===== src/rtl/alu_cmd_sequencer.sv =====
// alu_cmd_sequencer: upstream command stage for the 8-bit accumulator ALU.
// Buffers host commands in a small FIFO and issues them strictly one at a
// time on the ALU operand/selector inputs. It captures the ALU result and the
// multiply-overflow flag, and returns them on a valid/ready result port.
// Optional feature macro: ALU_ERR_COUNT_EN adds a saturating error counter
// output (err_count) that counts accepted results flagged as errors.
module alu_cmd_sequencer #(
  parameter int WIDTH = 8,
  parameter int DEPTH = 4
) (
  input  logic             clk,
  input  logic             rst,
  input  logic             cmd_valid,
  output logic             cmd_ready,
  input  logic [2:0]       cmd_op,
  input  logic             cmd_acc,
  input  logic [WIDTH-1:0] cmd_a,
  input  logic [WIDTH-1:0] cmd_b,
  output logic [2:0]       alu_in_sel,
  output logic [6:0]       alu_out_sel,
  output logic [WIDTH-1:0] alu_num1,
  output logic [WIDTH-1:0] alu_num2,
  input  logic [WIDTH-1:0] alu_result,
  input  logic             alu_ovf,
  output logic             res_valid,
  input  logic             res_ready,
  output logic [WIDTH-1:0] res_data,
  output logic             res_err,
  output logic             busy
`ifdef ALU_ERR_COUNT_EN
  ,
  output logic [7:0]       err_count
`endif
);

  localparam int AW = (DEPTH > 1) ? $clog2(DEPTH) : 1;
  localparam logic [AW:0] FULL_COUNT = (AW+1)'(DEPTH);
  localparam logic [2:0] OP_MULT = 3'd6;
  localparam logic [2:0] OP_ILLEGAL = 3'd7;
  localparam logic [2:0] SEL_PERSIST = 3'b100;
  localparam logic [2:0] SEL_LOAD = 3'b010;

  typedef enum logic [1:0] {
    ST_IDLE,
    ST_ISSUE,
    ST_WAIT,
    ST_DONE
  } stateT;

  stateT state;
  stateT nextState;

  logic [2:0]       fifoOp  [DEPTH];
  logic             fifoAcc [DEPTH];
  logic [WIDTH-1:0] fifoA   [DEPTH];
  logic [WIDTH-1:0] fifoB   [DEPTH];
  logic [AW-1:0]    wrPtr;
  logic [AW-1:0]    rdPtr;
  logic [AW:0]      count;
  logic             push;
  logic             pop;
  logic [2:0]       issueOp;
  logic             issueAcc;
  logic [2:0]       headOp;

  assign cmd_ready = (count != FULL_COUNT);
  assign push      = cmd_valid && cmd_ready;
  assign res_valid = (state == ST_DONE);
  assign pop       = (state == ST_IDLE) && (count != '0) && !res_valid;
  assign busy      = (state != ST_IDLE) || (count != '0);
  assign headOp    = fifoOp[rdPtr];

  // Command storage: written on push, read at the head pointer; no reset needed.
  always_ff @(posedge clk) begin
    if (push) begin
      fifoOp[wrPtr]  <= cmd_op;
      fifoAcc[wrPtr] <= cmd_acc;
      fifoA[wrPtr]   <= cmd_a;
      fifoB[wrPtr]   <= cmd_b;
    end
  end

  // FIFO pointers wrap naturally; occupancy is unchanged on simultaneous push and pop.
  always_ff @(posedge clk or posedge rst) begin
    if (rst) begin
      wrPtr <= '0;
      rdPtr <= '0;
      count <= '0;
    end else begin
      if (push) wrPtr <= wrPtr + 1'b1;
      if (pop) rdPtr <= rdPtr + 1'b1;
      case ({push, pop})
        2'b10:   count <= count + 1'b1;
        2'b01:   count <= count - 1'b1;
        default: count <= count;
      endcase
    end
  end

  // On pop the head command is latched and the ALU operands/op select are driven;
  // an illegal opcode leaves the operands alone and clears the output select.
  always_ff @(posedge clk or posedge rst) begin
    if (rst) begin
      issueOp     <= '0;
      issueAcc    <= 1'b0;
      alu_num1    <= '0;
      alu_num2    <= '0;
      alu_out_sel <= '0;
    end else if (pop) begin
      issueOp  <= headOp;
      issueAcc <= fifoAcc[rdPtr];
      if (headOp == OP_ILLEGAL) begin
        alu_out_sel <= '0;
      end else begin
        alu_out_sel <= 7'b1 << headOp;
        alu_num1    <= fifoA[rdPtr];
        alu_num2    <= fifoB[rdPtr];
      end
    end
  end

  // Input mux selects load only while a legal non-accumulating command is in flight.
  always_comb begin
    alu_in_sel = SEL_PERSIST;
    if ((state == ST_ISSUE || state == ST_WAIT) && issueOp != OP_ILLEGAL && !issueAcc) begin
      alu_in_sel = SEL_LOAD;
    end
  end

  // FSM state register.
  always_ff @(posedge clk or posedge rst) begin
    if (rst) begin
      state <= ST_IDLE;
    end else begin
      state <= nextState;
    end
  end

  // Next-state logic: illegal opcodes skip the ALU wait cycle.
  always_comb begin
    nextState = state;
    case (state)
      ST_IDLE:  if (pop) nextState = ST_ISSUE;
      ST_ISSUE: nextState = (issueOp == OP_ILLEGAL) ? ST_DONE : ST_WAIT;
      ST_WAIT:  nextState = ST_DONE;
      ST_DONE:  if (res_ready) nextState = ST_IDLE;
      default:  nextState = ST_IDLE;
    endcase
  end

  // Result capture: the ALU register settles at the end of ISSUE, so sample at the end of WAIT.
  always_ff @(posedge clk or posedge rst) begin
    if (rst) begin
      res_data <= '0;
      res_err  <= 1'b0;
    end else if (state == ST_ISSUE && issueOp == OP_ILLEGAL) begin
      res_data <= '0;
      res_err  <= 1'b1;
    end else if (state == ST_WAIT) begin
      res_data <= alu_result;
      res_err  <= (issueOp == OP_MULT) && alu_ovf;
    end
  end

`ifdef ALU_ERR_COUNT_EN
  // Count accepted error results, saturating at the top of the range.
  always_ff @(posedge clk or posedge rst) begin
    if (rst) begin
      err_count <= '0;
    end else if (res_valid && res_ready && res_err && err_count != 8'hFF) begin
      err_count <= err_count + 8'd1;
    end
  end
`endif

endmodule


===== config.mk =====
export PLATFORM = sky130hd
export DESIGN_NAME = alu_cmd_sequencer
export DESIGN_NICKNAME = d
export VERILOG_FILES = /design/src/rtl/alu_cmd_sequencer.sv
export SDC_FILE = /design/constraint.sdc
export NUM_CORES = 1
export LEC_CHECK = 0
export BUFFER_PORTS_ARGS = -buffer_cell sky130_fd_sc_hd__buf_2
export CORE_MARGIN = 10
export CORE_UTILIZATION = 45
export DETAILED_ROUTE_END_ITERATION = 10
export GPL_ROUTABILITY_DRIVEN = 1
export MAX_ROUTING_LAYER = met4
export PLACE_DENSITY_LB_ADDON = 0.25
export SLEW_MARGIN = 20
export SYNTH_ARGS = -nofsm -noshare
export SYNTH_HDL_FRONTEND = slang
export SYNTH_SLANG_ARGS = --single-unit

===== constraint.sdc =====
create_clock -name clk -period 2.58 [get_ports clk]
set_clock_uncertainty 0.05 [all_clocks]
set_input_delay 0.774 -clock clk [delete_from_list [all_inputs] [get_ports clk]]
set_output_delay 0.774 -clock clk [all_outputs]
set_load 0.005 [all_outputs]

==> results.txt, run 1 <==
final hold violations: 0
CTS tree: built
H-Tree Depth: 4
clock tree root buffer cell: clkbuf_8
CTS Hold Bufs: 0
Worst-Skew Late Latency: 0.50 ns
DRT iter0 DRCs: 82
min Tclk post-route: 2.38 ns
Slew @ Worst Pin: 0.614 ns
PD cells: 1260 nW/um^2
Mapped Nets: 315
Via Count: 2,556
Synth top area share: 0.488
Switching Fraction: 0.300
final net count: 404
CTS Buffer Depth: 2
EDFF count, synth: 80
Peak Freq: 420 MHz
grt met1 use: 0.136
FP Rows: 38
Area Overhead vs Synth: 22.4%
Antenna Cells: 0
Compound-Gate Fraction of Synth Area: 0.0198
Placement Cell Area: 5460 sq um
total track usage: 0.123
share of cells above drive strength 1: 0.386
sequential share of power: 0.406
first-pass GRT wire length: 14.6 mm
synthesized area per cell: 18.1 sq um
Top-Level Pins: 71
# port buffers: 69
# Max-Cap Violations: 0
Post-Synth XOR/XNOR Area: 0.0107
Die X: 125 um
DRT antenna net count: 0
Comb pwr share: 0.305
GR peak layer: met2
post-synthesis mux area share: 0.158
DPL Wire Length: 6.02 mm
crit path launch type: flip-flop
Worst Path Arrival: 1.56 ns
Yosys cell types: 32
Hold WS: 0.375 ns
number of global-route vias before repair: 2,786
max-slew violations: 0
clock slew at reported path FFs: 0.06 ns
Leak: 0.00246 uW
post-CTS sizing: 0
via/cell ratio: 4.98
TNS Setup: 0 ns
Core Box Area: 10,800 sq um
period utilisation layout: 0.924
synthesized area: 4920 sq um
Mapped Cells: 271
Die Height: 125 um
Crit Path Max Fanout: 4
largest family of logic cells by synthesized area: multiplexers
Seq/Total Area, Yosys: 0.717
Req. time, crit path: 1.76 ns
Design Area, Final: 6020 sq um
switching power: 2280 uW
top cells by count, synth: 80 x edfxtp_1, 45 x dfrtp_1, 20 x mux4_2, 16 x inv_1, 16 x nand2_1
clock sink count: 125
Post-Synth Adder-Cell Area: 0.0295
pin count of the biggest net entering global routing: 46
Slew HR: 0.591
Async SR Flop Fraction: 0.360
Placer Congestion: 0.743
GR Layer Usage met3: 0.0481
Pint: 5310 uW
Remaining DRCs: 0
Routed WL: 9.00 mm
Final Setup Violations: 0
RSZ-0062 raised after global routing: false
cts bufs inserted: 17
worst setup path start: state[1]
crit path kind: flip-flop to primary output
r2r startpoint: state[1]
gr ovfl total: 0
most numerous cell in the Yosys netlist: edfxtp_1
top cells by area, synth: edfxtp_1 49%, dfrtp_1 23%, mux4_2 9.2%
Yosys top cell by area: edfxtp_1
Simple-Gate Fraction of Synth Area: 0.0402
WL per Instance: 17.6 um
area of the die: 15,500 sq um
initial core utilization: 0.456
initial antenna violation count: 0
flops & latches, synth: 125
status: completed
Post-CTS Setup Inserts: 0
drt pass-1 iters: 4
Clk pwr share: 0.289
Yosys warning total: 0
global-route track usage on met2: 0.204
crit end category: primary output
Peak supply drop: 0.548 mV
Hold Path Class: primary input to asynchronous set/reset pin
Fillers: 860
top_reg_cell synth: edfxtp_1
[sequential cells by signal, indices dropped and copies added (netlist names)]
signal / flops
alu_num1: 8
alu_num2: 8
alu_out_sel: 7
count: 3
fifoA: 32
fifoAcc: 4
fifoB: 32
fifoOp: 12
issueAcc: 1
issueOp: 3
rdPtr: 2
res_data: 8
res_err: 1
state: 2
wrPtr: 2
[power groups by stage]
stage	Clock [uW]	Combinational, uW	Sequential, uW
after floorplan	0	1630	3060
after global placement	0	2320	3100
after detailed placement	0	2370	3130
after CTS	2240	2380	3100
after global routing	2350	2570	3160
final	2200	2310	3080
[per-layer routing]
metal / up-vias / part of all wire
met5: - / 0
met4: 0 / 0.0087
met3: 8 / 0.055
met2: 67 / 0.52
met1: 1289 / 0.42
li1: 1192 / -
[cells by family after synthesis]
family,after synthesis
compound gates,14
xor+xnor,6
fa+ha+maj,11
buf+inv,25
flops,125
mux,47
other cells,1
simple gates,42
[critical path, stage by stage (launching register included)]
cell,delay [ns]
dfrtp_1,0.40
inv_1,0.13
ha_1,0.26
nand3b_1,0.11
inv_1,0.04
buf_2,0.12
[layout by cell type (no fill, tap or decap), types with 5 or more instances in the layout]
master      n
o21ai_0     5
nor2_1     11
mux4_2     20
ha_1       10
mux2i_1    10
mux2_1      6
edfxtp_1   80
inv_1      15
buf_2      69
dfrtp_1    45
nand2_1    16
buf_4       9
mux2_4     10
clkbuf_16  16
[worst paths after layout]
kind / to / slack, ns / depth (start not counted)
max: alu_in_sel[1] / 0.20 / 5
min: alu_num1[0] / 0.37 / 3
max reg2reg: count[2] / 0.43 / 10
min reg2reg: issueAcc / 0.43 / 2
max in group asynchronous: rdPtr[0] / 1.69 / 3
min in group clk: issueAcc / 0.43 / 2
[area by class of cell]
class | instances | area, sq um | area share
Clock buffer | 17 | 414 | 0.0688
Clock inverter | 15 | 149 | 0.0247
Inverter | 17 | 63.8 | 0.0106
Multi-Input combinational cell | 121 | 1280 | 0.212
Sequential cell | 125 | 3530 | 0.586
Tap cell | 140 | 175 | 0.0291
Timing Repair Buffer | 78 | 413 | 0.0686
[per-stage QoR]
stage          setup slack, ns  std cells   util  total power [uW]
6_report                 0.197        513  0.558              7600
5_1_grt                 0.0733        513  0.558              8080
4_1_cts                  0.158        513  0.558              7720
3_5_place_dp             0.310        481  0.506              5500
3_3_place_gp             0.354        481  0.506              5420
2_1_floorplan            0.480        271      -              4690
No activity file was read; power rests on OpenSTA's default activity.
==> run 2: changes to the inputs <==
Settings changed: CTS_BUF_LIST from default to sky130_fd_sc_hd__clkbuf_2 sky130_fd_sc_hd__clkbuf_4 sky130_fd_sc_hd__clkbuf_8.
==> results.txt, run 2 (synthesized netlist as in run 1, its figures left out) <==
status: completed
clock sink count: 125 (unchanged)
Req. time, crit path: 1.76 ns (about the same)
Post-Place Cells: 481 (unchanged)
drt pass-1 iters: 5 (+1)
Hold Path Class: flip-flop to flip-flop
H-Tree Depth: 4 (unchanged)
DPL Wire Length: 6.02 mm (unchanged)
Remaining DRCs: 0 (unchanged)
Worst-Skew Late Latency: 0.42 ns (-0.08 ns)
Leak: 0.00238 uW (-3.3%)
clock tree root buffer cell: clkbuf_8
gr ovfl total: 0 (unchanged)
# Max-Cap Violations: 0 (unchanged)
PD cells: 1200 nW/um^2 (-5.1%)
Hold WS: 0.433 ns (+0.0581 ns)
Crit Path Max Fanout: 4 (unchanged)
final hold violations: 0 (unchanged)
Post-CTS Setup Inserts: 0 (unchanged)
crit path launch type: flip-flop
min Tclk post-route: 2.32 ns (-0.0675 ns)
most common cell after layout, fill and taps aside: edfxtp_1
CTS Hold Bufs: 0 (unchanged)
Power Total: 6990 uW (-8.0%)
post-CTS sizing: 0 (unchanged)
Top-Level Pins: 71 (unchanged)
crit end category: primary output
share of cells above drive strength 1: 0.386 (unchanged)
Area Overhead vs Synth: 18.7%
most frequent cells in the layout: 80 x edfxtp_1, 69 x buf_2, 45 x dfrtp_1
WL per Instance: 17.3 um (-1.2%)
clock slew at reported path FFs: 0.08 ns (+0.02 ns)
number of global-route vias before repair: 2,787 (+0.036%)
Antenna Cells: 0 (unchanged)
Die X: 125 um (unchanged)
Core Box Area: 10,800 sq um (unchanged)
Peak Freq: 432 MHz (+2.9%)
Worst Path Arrival: 1.49 ns (-0.07 ns)
# port buffers: 69 (unchanged)
Die Height: 125 um (unchanged)
Placer Congestion: 0.743 (unchanged)
Routed WL: 8.90 mm (-1.2%)
initial antenna violation count: 0 (unchanged)
crit path kind: flip-flop to primary output
period utilisation layout: 0.898 (-0.0262)
CTS Buffer Depth: 2 (unchanged)
FF-to-FF setup slack: 0.42 ns (about the same)
Final Setup Violations: 0 (unchanged)
Peak supply drop: 0.551 mV (+0.43%)
first-pass GRT wire length: 14.5 mm (-0.99%)
Design Area, Final: 5840 sq um (-3.0%)
DRT iter0 DRCs: 68 (-17%)
RSZ-0062 raised after global routing: false
Slew HR: 0.595 (+0.00469)
initial core utilization: 0.456 (unchanged)
Slew @ Worst Pin: 0.607 ns (-0.00704 ns)
cts bufs inserted: 17 (unchanged)
area of the die: 15,500 sq um (unchanged)
via/cell ratio: 4.98 (about the same)
final net count: 404 (unchanged)
DRT antenna net count: 0 (unchanged)
CTS tree: built
TNS Setup: 0 ns (unchanged)
Via Count: 2,557 (+0.039%)
largest registers: fifoA (32), fifoB (32), fifoOp (12)
pin count of the biggest net entering global routing: 46 (unchanged)
FP Rows: 38 (unchanged)
total track usage: 0.122 (-0.00127)
max-slew violations: 0 (unchanged)
Placement Cell Area: 5460 sq um (unchanged)
Non-Filler Instances: 513 (unchanged)
## run 2: cell count changes in the layout (fill, tap and decap cells not counted)
cell,previous run,this run
clkbuf_16,16,0
clkbuf_8,1,17
## run 2: final cells by class
type	count	area, sq um
Inverter	17	63.8
Sequential cell	125	3530
Fill cell	882	4950
Multi-Input combinational cell	121	1280
Timing Repair Buffer	78	413
Clock inverter	15	149
Tap cell	140	175
Clock buffer	17	234
## run 2: worst max-delay path: stages (launching register included)
cell and delay [ns]:
dfrtp_1 0.41, inv_1 0.13, ha_1 0.26, nand3b_1 0.11, inv_1 0.04, buf_2 0.12
## run 2: path summary, 6_finish.rpt
kind | from | endpoint | cells after the start
max | state[1] | alu_in_sel[1] | 5
min | issueAcc | issueAcc | 2
max reg2reg | state[1] | count[2] | 10
min reg2reg | issueAcc | issueAcc | 2
max in group asynchronous | rst | alu_num2[5] | 3
min in group asynchronous | rst | alu_num1[0] | 3
## run 2: power by group
group | internal [uW] | switching, uW | total [uW]
combinational | 1170 | 1140 | 2310
sequential | 2780 | 303 | 3080
clock | 852 | 751 | 1600
total | 4800 | 2190 | 6990
## run 2: stage by stage
step | util | worst slack (ns)
after floorplan | - | 0.480
after global placement | 0.506 | 0.354
after detailed placement | 0.506 | 0.310
after CTS | 0.541 | 0.225
after global routing | 0.541 | 0.148
final | 0.541 | 0.264
## run 2: routing by layer
layer | GRT usage | part of all wire | vias up
li1 | - | - | 1189
met2 | 0.199 | 0.52 | 68
met5 | - | 0 | -
met1 | 0.136 | 0.42 | 1292
met3 | 0.0417 | 0.055 | 8
met4 | 0.0452 | 0.0084 | 0
